--- src/rtl/io_responder.sv ---
// io_responder
//
// Device-side end of the CPU memory/IO path. It holds the LED register and
// the eight-digit display register. It synchronises and debounces the board
// switches, and it scans the seven-segment display. It also returns 16-bit
// load data to the CPU combinationally.
//
// Address map (low address byte):
//   0x60  LED register      R/W, 16 bit
//   0x70  switches          RO,  16 bit (debounced)
//   0x80  display register  W,   32 bit, 8 hex digits, digit 0 = bits 3:0
//
// Ports:
//   clk_i           system clock, rising edge
//   rst_i           asynchronous active-high reset
//   io_write_i      IO store strobe
//   io_read_i       IO load strobe
//   led_ctrl_i      LED device qualifier
//   switch_ctrl_i   switch device qualifier
//   digital_ctrl_i  seven-segment device qualifier
//   addr_i          low byte of the IO address
//   write_data_i    store data
//   switch_in_i     raw asynchronous board switches
//   io_read_data_o  load data back to the CPU (combinational)
//   led_out_o       LED drive, active-high
//   seg_an_o        digit anodes, active-low one-hot
//   seg_out_o       segments {dp,g,f,e,d,c,b,a}, active-low

module io_responder #(
  parameter int SCAN_DIV        = 100000,
  parameter int DEBOUNCE_CYCLES = 200000
) (
  input  logic        clk_i,
  input  logic        rst_i,
  input  logic        io_write_i,
  input  logic        io_read_i,
  input  logic        led_ctrl_i,
  input  logic        switch_ctrl_i,
  input  logic        digital_ctrl_i,
  input  logic [7:0]  addr_i,
  input  logic [31:0] write_data_i,
  input  logic [15:0] switch_in_i,
  output logic [15:0] io_read_data_o,
  output logic [15:0] led_out_o,
  output logic [7:0]  seg_an_o,
  output logic [7:0]  seg_out_o
);

  localparam logic [7:0] ADDR_LED  = 8'h60;
  localparam logic [7:0] ADDR_SW   = 8'h70;
  localparam logic [7:0] ADDR_DISP = 8'h80;

  // +1 keeps the width non-zero when a parameter is 1.
  localparam int DB_W   = $clog2(DEBOUNCE_CYCLES + 1);
  localparam int SCAN_W = $clog2(SCAN_DIV + 1);

  localparam logic [DB_W-1:0]   DB_LAST   = DB_W'(DEBOUNCE_CYCLES - 1);
  localparam logic [SCAN_W-1:0] SCAN_LAST = SCAN_W'(SCAN_DIV - 1);

  logic [15:0]       led_q, led_d;
  logic [31:0]       disp_q, disp_d;
  logic [15:0]       sync1_q, sync2_q;
  logic [15:0]       sw_prev_q;
  logic [15:0]       sw_stable_q, sw_stable_d;
  logic [DB_W-1:0]   db_cnt_q, db_cnt_d;
  logic [SCAN_W-1:0] scan_cnt_q, scan_cnt_d;
  logic [2:0]        idx_q, idx_d;
  logic [3:0]        cur_digit;

  // Device register writes. Only the address selects the target. The
  // qualifiers gate access, because upstream raises several of them together.
  always_comb begin
    led_d  = led_q;
    disp_d = disp_q;
    if (io_write_i && led_ctrl_i && (addr_i == ADDR_LED)) begin
      led_d = write_data_i[15:0];
    end
    if (io_write_i && digital_ctrl_i && (addr_i == ADDR_DISP)) begin
      disp_d = write_data_i;
    end
  end

  // Debounce: any movement of the synchronised value, or agreement with the
  // accepted value, restarts the count. The new value is accepted only after
  // it has disagreed with sw_stable and held still long enough.
  always_comb begin
    db_cnt_d    = db_cnt_q;
    sw_stable_d = sw_stable_q;
    if ((sync2_q == sw_stable_q) || (sync2_q != sw_prev_q)) begin
      db_cnt_d = '0;
    end else if (db_cnt_q == DB_LAST) begin
      sw_stable_d = sync2_q;
      db_cnt_d    = '0;
    end else begin
      db_cnt_d = db_cnt_q + 1'b1;
    end
  end

  // Scanner: the 3-bit digit index wraps naturally from 7 to 0.
  always_comb begin
    scan_cnt_d = scan_cnt_q + 1'b1;
    idx_d      = idx_q;
    if (scan_cnt_q == SCAN_LAST) begin
      scan_cnt_d = '0;
      idx_d      = idx_q + 3'd1;
    end
  end

  always_ff @(posedge clk_i or posedge rst_i) begin
    if (rst_i) begin
      led_q       <= '0;
      disp_q      <= '0;
      sync1_q     <= '0;
      sync2_q     <= '0;
      sw_prev_q   <= '0;
      sw_stable_q <= '0;
      db_cnt_q    <= '0;
      scan_cnt_q  <= '0;
      idx_q       <= '0;
    end else begin
      led_q       <= led_d;
      disp_q      <= disp_d;
      sync1_q     <= switch_in_i;
      sync2_q     <= sync1_q;
      sw_prev_q   <= sync2_q;
      sw_stable_q <= sw_stable_d;
      db_cnt_q    <= db_cnt_d;
      scan_cnt_q  <= scan_cnt_d;
      idx_q       <= idx_d;
    end
  end

  // Load data comes straight from registered state, so a read sees the value
  // from before any write in the same cycle.
  always_comb begin
    io_read_data_o = 16'h0000;
    if (io_read_i && switch_ctrl_i && (addr_i == ADDR_SW)) begin
      io_read_data_o = sw_stable_q;
    end else if (io_read_i && led_ctrl_i && (addr_i == ADDR_LED)) begin
      io_read_data_o = led_q;
    end
  end

  assign led_out_o = led_q;
  assign seg_an_o  = ~(8'd1 << idx_q);
  assign cur_digit = disp_q[4*idx_q +: 4];

  always_comb begin
    unique case (cur_digit)
      4'h0: seg_out_o = 8'hC0;
      4'h1: seg_out_o = 8'hF9;
      4'h2: seg_out_o = 8'hA4;
      4'h3: seg_out_o = 8'hB0;
      4'h4: seg_out_o = 8'h99;
      4'h5: seg_out_o = 8'h92;
      4'h6: seg_out_o = 8'h82;
      4'h7: seg_out_o = 8'hF8;
      4'h8: seg_out_o = 8'h80;
      4'h9: seg_out_o = 8'h90;
      4'hA: seg_out_o = 8'h88;
      4'hB: seg_out_o = 8'h83;
      4'hC: seg_out_o = 8'hC6;
      4'hD: seg_out_o = 8'hA1;
      4'hE: seg_out_o = 8'h86;
      4'hF: seg_out_o = 8'h8E;
      default: seg_out_o = 8'hFF;
    endcase
  end

endmodule

--- config.mk ---
export PLATFORM = sky130hd
export DESIGN_NAME = io_responder
export DESIGN_NICKNAME = d
export VERILOG_FILES = /design/src/rtl/io_responder.sv
export SDC_FILE = /design/constraint.sdc
export NUM_CORES = 1
export LEC_CHECK = 0
export ABC_AREA = 0
export CORE_ASPECT_RATIO = 0.8
export CORE_UTILIZATION = 40
export DETAILED_ROUTE_END_ITERATION = 10
export PLACE_DENSITY_LB_ADDON = 0.1
export SLEW_MARGIN = 10
export SYNTH_ARGS = -nofsm -noshare
export SYNTH_HDL_FRONTEND = slang
export SYNTH_SLANG_ARGS = --single-unit
--- constraint.sdc ---
create_clock -name clk_i -period 5.95 [get_ports clk_i]
set_input_delay 1.19 -clock clk_i [delete_from_list [all_inputs] [get_ports clk_i]]
set_output_delay 1.19 -clock clk_i [all_outputs]
set_load 0.005 [all_outputs]
==> impl_metrics.env <==
export IMPL_die_area_mm2=0.01675
export IMPL_numCtsBuffers=17
export IMPL_drive_above_1_share=0.1864
export IMPL_dr_pass1_iters=4
export IMPL_num_vias=4108
export IMPL_status="completed"
export IMPL_drt_initial_drc_count=237
export IMPL_antenna_found_initial=0
export IMPL_grt_use_total=0.1797
export IMPL_layout_cells_non_filler=832
export IMPL_syn_instance_count=486
export IMPL_clkLatencyLatePin_ns=0.42
export IMPL_grt_pass1_wl_mm=21.87
export IMPL_maxSlewHeadroom=0.2161
export IMPL_cp_common_cell="clkdlybuf4s50_1"
export IMPL_cts_clk_slew_worst_paths_ns=0.06
export IMPL_p_leak_nw=3.731
export IMPL_timing_final_crit_share=0.7838
export IMPL_avgSynthCellArea_um2=13.36
export IMPL_hold_ws_ns=0.3462
export IMPL_ir_drop_mv=0.1764
export IMPL_post_drt_wl_per_cell_um=16.63
export IMPL_cts_root_buf="clkbuf_16"
export IMPL_hold_viol_final=0
export IMPL_cts_tree="done"
export IMPL_ys_warn_count=0
export IMPL_placedCellCount=800
export IMPL_crit_fanout=16
export IMPL_cp_end_kind="primary output"
export IMPL_cp_arrival_ns=3.47
export IMPL_cts_htree_levels=4
export IMPL_synth_nets=562
export IMPL_grt_max_degree=110
export IMPL_die_h_um=116.0
export IMPL_finalCriticalPeriod_ns=4.664
export IMPL_ys_ff_latch=150
export IMPL_coreArea_mm2=0.01580
export IMPL_cts_max_path_buffers=2
export IMPL_ctsHoldBuffers=0
export IMPL_critPathKind="primary input to primary output"
export IMPL_io_pins=111
export IMPL_fin_skew_ns=0.008909
export IMPL_final_area_mm2=0.008406
export IMPL_ys_types=42
export IMPL_grt_pass1_vias=4065
export IMPL_ys_seq_area_frac=0.5779
export IMPL_cpPeakStageDelay_ns=0.51
export IMPL_cp_top_family="buffers and inverters"
export IMPL_tns_ns=0
export IMPL_via_per_inst=4.938
export IMPL_rsz0062_at_grt="false"
export IMPL_hpwl_mm=9.896
export IMPL_cts_setup_buffers=0
export IMPL_routabilityCongestion=0.8258
export IMPL_worst_pin_slew_ns=1.174
export IMPL_clock_sinks=150
export IMPL_cp_data_required_time_ns=4.76
export IMPL_drv_cap=0
export IMPL_setup_viol=0
export IMPL_start_util=0.4111
export IMPL_fin_nets=680
export IMPL_synth_area_mm2=0.006495
export IMPL_critPathLaunchType="primary input"
export IMPL_slew_violations=0
export IMPL_critPathBufInv=3
export IMPL_areaGrowthSynthToFinish_pct=29.42
export IMPL_slowest_stage="nor4_1"
export IMPL_gr_total_overflow=0
export IMPL_cts_resized=0
export IMPL_crit_chain="clkdlybuf4s50_1 -> nor4_1 -> nand3_1 -> nor3b_2 -> buf_4 -> a22o_1 -> clkdlybuf4s50_1"
export IMPL_fin_util=0.5320
export IMPL_die_w_um=144.5
export IMPL_routed_wl_mm=13.84
export IMPL_clock_fmax_mhz=214.4
export IMPL_num_antenna_cells=0
export IMPL_drc=0
export IMPL_powerDensity_mw_per_mm2=265.4
export IMPL_place_area_mm2=0.007821
export IMPL_rows=41
export IMPL_io_buffers=109
export IMPL_hold_path_class="flip-flop to flip-flop"
export IMPL_ant_nets=0
## synthesized netlist by cell type
master | count | area [um2]
dfrtp_1 | 150 | 3754
mux2_2 | 66 | 743.2
nor2_1 | 38 | 142.6
xnor2_1 | 38 | 332.8
xor2_1 | 26 | 227.7
a22o_1 | 18 | 157.7
nand2_1 | 17 | 63.81
inv_1 | 16 | 60.06
nand3_1 | 14 | 70.07
ha_1 | 13 | 162.7
nand4_1 | 12 | 75.07
clkbuf_1 | 11 | 41.29
mux2i_1 | 10 | 100.1
mux4_2 | 8 | 180.2
nor3_1 | 7 | 35.03
nor4_1 | 7 | 43.79
and4_1 | 4 | 35.03
and3_1 | 3 | 18.77
and2_1 | 2 | 12.51
nor4b_1 | 2 | 17.52
o21ai_0 | 2 | 10.01
or4b_1 | 2 | 20.02
a21oi_1 | 1 | 5.000
a22oi_1 | 1 | 7.510
and2b_1 | 1 | 7.510
and3_4 | 1 | 11.26
and3b_1 | 1 | 8.760
buf_2 | 1 | 5.000
buf_4 | 1 | 7.510
buf_8 | 1 | 15.01
conb_1 | 1 | 3.750
mux2i_4 | 1 | 22.52
nand2b_1 | 1 | 6.260
nand3_2 | 1 | 10.01
nor2b_1 | 1 | 6.260
nor3b_2 | 1 | 12.51
nor4_2 | 1 | 12.51
o2bb2ai_1 | 1 | 8.760
o311ai_2 | 1 | 16.27
o31ai_1 | 1 | 7.510
or3_1 | 1 | 6.260
or4bb_1 | 1 | 11.26
## metal layers
layer,vias to the layer above,wire length [um],GRT usage
met5,-,0,0
met3,11,660,0.05083
li1,1938,-,-
met2,89,6065,0.2590
met1,2070,6971,0.2611
met4,0,141,0.05684
## area by class of cell
type	count	area, um2
well taps	215	269.0
clock inverters	11	123.9
clock buffers	21	460.4
flip-flops and latches	150	3754
repair buffers	113	1121
inverters	16	65.06
fillers	1348	7395
multi-input cells	306	2613
## metrics by stage
| stage | setup slack (ns) | power (mW) |
|---|---|---|
| finish | 1.286 | 2.231 |
| global route | 1.081 | 2.317 |
| CTS | 1.257 | 2.260 |
| detailed placement | 1.248 | 1.198 |
| global placement | 1.422 | 1.195 |
| floorplan | 0.7236 | 1.125 |
## state kept, by name, summed over array words and instances (netlist names)
| signal | count |
|---|---|
| scan_cnt_q | 17 |
| sw_stable_q | 16 |
| idx_q | 3 |
| sw_prev_q | 16 |
| disp_q | 32 |
| led_out_o | 16 |
| sync2_q | 16 |
| sync1_q | 16 |
| db_cnt_q | 18 |
## worst paths after layout
kind                             startpoint  slack (ns)                 end  depth (start not counted)
worst max-delay path              addr_i[0]        1.29  io_read_data_o[12]                          7
worst min-delay path             sync1_q[8]        0.35          sync2_q[8]                          0
worst max register to register  sync2_q[14]        3.44     sw_stable_q[10]                          5
worst min register to register   sync1_q[8]        0.35          sync2_q[8]                          0
max in group asynchronous             rst_i        3.46        sw_prev_q[8]                          3
min in group asynchronous             rst_i        1.39        led_out_o[4]                          2
## cells by family (layout without fill, tap and decap cells)
kind of cell	count (synthesis)	after routing	synth area share
AO/OA/AOI/OAI	25	25	0.03275
XOR/XNOR	64	64	0.08630
adder cells (fa/ha/maj)	13	13	0.02504
buffers and inverters	30	161	0.01984
flip-flops	150	150	0.5779
multiplexers	85	85	0.1610
other	1	1	0.0005774
AND/OR/NAND/NOR	118	118	0.09651
## placed cells by master (no fill, tap or decap), drive strengths merged, types with 15 or more instances in the layout
master / Yosys / routed
xor2: 26 / 26
xnor2: 38 / 38
a22o: 18 / 18
mux2: 66 / 66
nor2: 38 / 38
clkdlybuf4s50: 0 / 109
clkbuf: 11 / 21
dfrtp: 150 / 150
nand2: 17 / 17
inv: 16 / 18
nand3: 15 / 15
## power by group
part / leakage, nW / switching (mW) / internal [mW]
logic: 1.49 / 0.0457 / 0.0673
registers: 1.97 / 0.0178 / 1.05
clock network: 0.280 / 0.414 / 0.640
No activity file was read; power rests on OpenSTA's default activity.
==> edit 1, RTL diff (same settings) <==
Change the parameter `SCAN_DIV` from 100000 to 50000.
--- a/src/rtl/io_responder.sv
+++ b/src/rtl/io_responder.sv
@@ -28,5 +28,5 @@
 
 module io_responder #(
-  parameter int SCAN_DIV        = 100000,
+  parameter int SCAN_DIV        = 50000,
   parameter int DEBOUNCE_CYCLES = 200000
 ) (
Formal check against the unedited RTL: same outputs for any inputs over 10 cycles, from zero or initial values and one cycle with rst_i high; that may be too few to reach the edited logic, so the function may still have changed.
==> edit 1 against the unedited design <==
- cell area up 0.46%
- global-route usage shrank 0.082 points
- fmax grew 2.5%
- final cell count down 0.12%
- routed wire length is essentially flat
- hold slack gained 0.75 ps
- sequential share of layout area fell by 0.50 points
- sequential cell count is 1 lower
- synthesized area is 0.15% higher
- worst setup slack better by 110 ps
- total power up 2.5%
- critical path type is now reg2out
==> edit 1: results (changes against the unedited design) <==
Timing
  – Clk_skew: 9.88 ps (+0.974 ps)
  – Slew Viols, Final: 0 (unchanged)
  – Actual slew at the worst max-slew pin: 996 ps (-178 ps)

Global route
  – Grt ovf: 0 (unchanged)
  – Vias in the first global route: 4277 (+5.2%)
  – First-pass GRT wire length: 22.2 mm (+1.4%)
  – Global-route usage over all layers: 17.9% (-0.082 points)
  – Largest net degree at the start of global routing: 111 (+0.91%)
  – Antenna violations before repair: 0 (unchanged)

CTS
  – Clk slew on worst S/H paths: 60 ps (about the same)
  – CTS Root Buffer Type: clkbuf_16
  – Post_cts resized: 0 (unchanged)
  – H-Tree Depth: 4 (unchanged)
  – Worst-skew pair later-pin latency: 420 ps (about the same)
  – Setup Fix Bufs, Post-CTS: 0 (unchanged)
  – CTS buffer count: 17 (unchanged)
  – CTS max path bufs: 2 (unchanged)

Synthesis
  – Post-synthesis sequential area ratio: 57.3% (-0.47 points)
  – YS warnings: 0 (unchanged)
  – Most common library cells after synthesis: dfrtp_1 (149), mux2_2 (55), nor2_1 (34), xor2_1 (32), xnor2_1 (30)
  – Synthesized Nets: 560 (-0.36%)
  – Yosys cell types: 43 (+2.4%)
  – Post-synth ARST share: 100% (unchanged)
  – Synth area leaders: dfrtp_1 (57%), mux2_2 (9.5%), xor2_1 (4.3%)

Pwr
  – Worst vdd ir: 201 uV (+14%)
  – Static Leakage: 0.00382 uW (+2.5%)

Worst hold path
  – HP Class: reg2reg

Worst setup path
  – Critical path arrival: 3360 ps (-110 ps)
  – CP Max Fanout: 11 (-5)

Final layout
  – Layout cell share with drive strength beyond 1: 18.8% (+0.19 points)
  – Diode count: 0 (unchanged)
  – Top flop regs: disp_q (32), db_cnt_q (18)
  – Nets: 679 (-0.15%)

Placed design
  – Final HPWL DP: 9.93 mm (+0.29%)
  – Port bufs: 109 (unchanged)
  – RePlAce Congestion: 0.808 (-2.1%)

Drt
  – Wire length after detailed routing: 13.8 mm (about the same)
  – Via count: 4113 (+0.12%)
  – First-pass iteration count of the detailed router: 4 (unchanged)
  – DR iter-0 viols: 197 (-17%)

Status
  – Status: complete, no violations
-- edit 1: cell types whose count changed in the layout (fill, tap and decap cells not counted), sizes merged, moves of 2 or more --
cell / before / now
nand4: 12 / 9
xnor2: 38 / 30
nor4bb: 0 / 2
xor2: 26 / 32
nand3: 15 / 18
clkbuf: 21 / 17
nand2: 17 / 27
and3: 4 / 10
and4: 4 / 1
nor2: 38 / 34
-- edit 1: through the flow --
stage	util, %	worst slack, ps	instance area (um2)	instances	hold WS, ps
finish	53.3	1400	8440	831	347
global placement	49.4	1630	7830	799	333
global route	53.3	1150	8440	831	358
floorplan	-	752	6500	484	331
CTS	53.3	1340	8440	831	349
detailed placement	49.4	1570	7830	799	335
-- edit 1: per-layer routing --
| layer | routed length [um] | track usage, % | part of all wire, % | vias up |
|---|---|---|---|---|
| met5 | 0 | 0 | 0 | - |
| met4 | 115 | 4.63 | 0.83 | 0 |
| met3 | 674 | 5.37 | 4.9 | 9 |
| met2 | 6330 | 27.4 | 46 | 89 |
| met1 | 6730 | 24.8 | 49 | 2077 |
| li1 | - | - | - | 1938 |
-- edit 1: final cells by class --
type | count | area [um2]
multi-input cells | 309 | 2650
clock inverters | 15 | 193
fillers | 1326 | 7410
clock buffers | 17 | 425
repair buffers | 113 | 1120
inverters | 13 | 53.8
well taps | 215 | 269
flip-flops and latches | 149 | 3730
-- edit 1: worst max-delay path: stages, from the launching register on --
cell and delay [ps]:
dfrtp_1 730, mux4_2 590, mux2i_1 410, inv_1 130, ha_1 260, mux2i_1 150, a22o_1 170, clkdlybuf4s50_1 490
-- edit 1: cell families (layout without fill, tap and decap cells) --
group	after synthesis	in the layout	share of synthesized area (%)
AOI/OAI and AO/OA	27	27	3.33
buffers and inverters	26	158	1.96
muxes	84	84	16.8
xor gates and xnor gates	62	62	8.35
DFF	149	149	57.3
other	1	1	0.0576
adders and majority gates	13	13	2.50
and+or+nand+nor	122	122	9.69
-- edit 1: where the power goes --
part           internal, uW  switching, uW  leakage, uW
logic                  67.6           46.3      0.00158
clock network           669            446     0.000289
registers              1040           18.6      0.00195
-- edit 1: final timing paths --
check,depth (start not counted),endpoint,slack [ps],startpoint
max,7,seg_out_o[4],1400,idx_q[1]
min,0,sync2_q[13],350,sync1_q[13]
max reg2reg,5,sw_stable_q[2],3560,sync2_q[2]
min reg2reg,0,sync2_q[13],350,sync1_q[13]
max in group asynchronous,3,sync2_q[0],3500,rst_i
min in group asynchronous,2,sync1_q[13],1370,rst_i
==> edit 2, RTL diff (config.mk and constraints unchanged) <==
Made on the original files. Register the input `write_data_i` before use. The logic sees it one clock later. The other inputs are not delayed to match.
--- a/src/rtl/io_responder.sv
+++ b/src/rtl/io_responder.sv
@@ -58,4 +58,10 @@
   localparam logic [SCAN_W-1:0] SCAN_LAST = SCAN_W'(SCAN_DIV - 1);
 
+  logic [31:0] write_data_q;
+
+  always_ff @(posedge clk_i) begin
+    write_data_q <= write_data_i;
+  end
+
   logic [15:0]       led_q, led_d;
   logic [31:0]       disp_q, disp_d;
@@ -74,8 +80,8 @@
     disp_d = disp_q;
     if (io_write_i && led_ctrl_i && (addr_i == ADDR_LED)) begin
-      led_d = write_data_i[15:0];
+      led_d = write_data_q[15:0];
     end
     if (io_write_i && digital_ctrl_i && (addr_i == ADDR_DISP)) begin
-      disp_d = write_data_i;
+      disp_d = write_data_q;
     end
   end
Function: changed (Yosys sat finds a counterexample within 4 cycles, from zero or initial values and one cycle with rst_i high).
==> edit 2 against the unedited design <==
- sequential cell count is 32 higher
- cell area is 8.1% higher
- total power is 13% higher
- synthesized area is 9.9% higher
- largest power group unchanged
- worst setup slack better by 57 ps
- clock skew is 1.8 ps higher
- critical endpoint is now seg_out_o[3]
- routed wire length is 6.8% higher
- first-iteration DRC count is 0.42% lower
==> edit 2: results (changes against the unedited design) <==
Status
  – Status: complete, no violations

Synthesis
  – Post-synth ARST share: 82.4% (-18 points)
  – Mux cell area share after synthesis: 14.7% (-1.4 points)
  – Yosys cell types: 43 (+2.4%)
  – Post-synthesis sequential area ratio: 61.6% (+3.8 points)
  – Xor-xnor portion of the synthesized cell area: 7.85% (-0.78 points)
  – Most common library cells after synthesis: dfrtp_1 (150), mux2_2 (66), nor2_1 (38), xnor2_1 (38), dfxtp_1 (32)
  – Post-Synth Adder-Cell Area: 2.28% (-0.23 points)
  – Synth Area in Compound Gates: 2.98% (-0.29 points)
  – Synthesized Nets: 594 (+5.7%)
  – Synth area leaders: dfrtp_1 (53%), mux2_2 (10%), dfxtp_1 (9.0%)

Global route
  – First-pass GRT wire length: 23.8 mm (+9.0%)
  – Grt ovf: 0 (unchanged)
  – Antenna violations before repair: 1 (+1)
  – Largest net degree at the start of global routing: 116 (+5.5%)
  – Global-route usage over all layers: 17.4% (-0.52 points)
  – Vias in the first global route: 4373 (+7.6%)

Placed design
  – Place WS: 1320 ps (+71.5 ps)
  – RePlAce Congestion: 0.856 (+3.7%)
  – Final HPWL DP: 10.4 mm (+4.7%)

Pwr
  – Worst vdd ir: 167 uV (-5.2%)
  – Static Leakage: 0.00402 uW (+7.7%)

Worst setup path
  – CP Max Fanout: 12 (-4)
  – Depth of the most critical reg-to-reg path: 5 (unchanged)
  – CP endpoint: seg_out_o[3]
  – Worst r2r src: sync2_q[2]
  – Worst r2r dst: sw_stable_q[8]
  – CP Launch Point: idx_q[1]
  – CP peak stage delay: 730 ps (+220 ps)
  – Critical path arrival: 3420 ps (-50 ps)
  – CP max-delay cell: dfrtp_1
  – R2R setup slack: 3270 ps (-170 ps)

Drt
  – Met3 wire len: 745 um (+13%)
  – Top Layer Used: met5
  – Routed wl met2: 6.59 mm (+8.6%)
  – Via count: 4336 (+5.6%)
  – Wire length after detailed routing: 14.8 mm (+6.8%)
  – M1 wire length: 7.24 mm (+3.9%)
  – DR iter-0 viols: 236 (-0.42%)
  – First-pass iteration count of the detailed router: 4 (unchanged)

Final layout
  – Filler Cells Inserted: 1461 (+8.4%)
  – Layout cell share with drive strength beyond 1: 17.9% (-0.76 points)
  – Nets: 712 (+4.7%)
  – Top flop regs: disp_q (32), write_data_q (32), db_cnt_q (18)
  – Diode count: 0 (unchanged)

CTS
  – Post_cts resized: 0 (unchanged)
  – Worst-skew pair later-pin latency: 430 ps
  – CTS buffer count: 17 (unchanged)
  – CTS max path bufs: 2 (unchanged)
  – Clk slew on worst S/H paths: 70 ps
  – Clk sinks: 182 (+21%)
  – CTS Root Buffer Type: clkbuf_16

Timing
  – Actual slew at the worst max-slew pin: 1210 ps (+37.6 ps)
  – Fmax: 0.217 GHz (+1.2%)
  – Clk_skew: 10.7 ps (+1.76 ps)
[edit 2: metrics by stage]
stage | std cells | area, um2 | power (uW) | util, %
after floorplan | 518 | 7140 | 1360 | -
after global placement | 842 | 8470 | 1430 | 48.8
after detailed placement | 842 | 8470 | 1430 | 48.8
after CTS | 874 | 9080 | 2560 | 52.3
after global routing | 874 | 9080 | 2620 | 52.3
final | 874 | 9080 | 2520 | 52.3
[edit 2: critical path: cells and delay by family (launching register included)]
family / cells / cell delay (ps)
mux: 3 / 1160
flops: 1 / 730
buf+inv: 2 / 600
fa+ha+maj: 1 / 290
simple gates: 1 / 50
compound gates: 1 / 140
[edit 2: worst min path at each step]
stage | start | end | slack, ps | cells past startpoint
3_5_place_dp | sync1_q[1] | sync2_q[1] | 330 | 0
5_1_grt | sync1_q[5] | sync2_q[5] | 360 | 0
3_3_place_gp | sync1_q[1] | sync2_q[1] | 340 | 0
6_report | sync1_q[2] | sync2_q[2] | 350 | 0
2_1_floorplan | sync1_q[0] | sync2_q[0] | 330 | 0
4_1_cts | sync1_q[2] | sync2_q[2] | 350 | 0
[edit 2: layer usage]
metal	GRT usage, %	up-vias
met5	0	-
met4	5.31	2
met3	4.47	16
met2	24.9	95
met1	25.8	2181
li1	-	2042
[edit 2: area by class of cell]
type                    instances  area share (%)
flip-flops and latches        182            48.4
multi-input cells             306            28.8
repair buffers                113            12.3
clock buffers                  17            4.68
well taps                     225            3.10
clock inverters                15            2.02
inverters                      16           0.716
[edit 2: where the power goes]
group          switching, uW  internal, uW  total [uW]
sequential              23.4          1270        1290
combinational           43.5          66.7         110
clock                    551           571        1120
total                    618          1910        2520
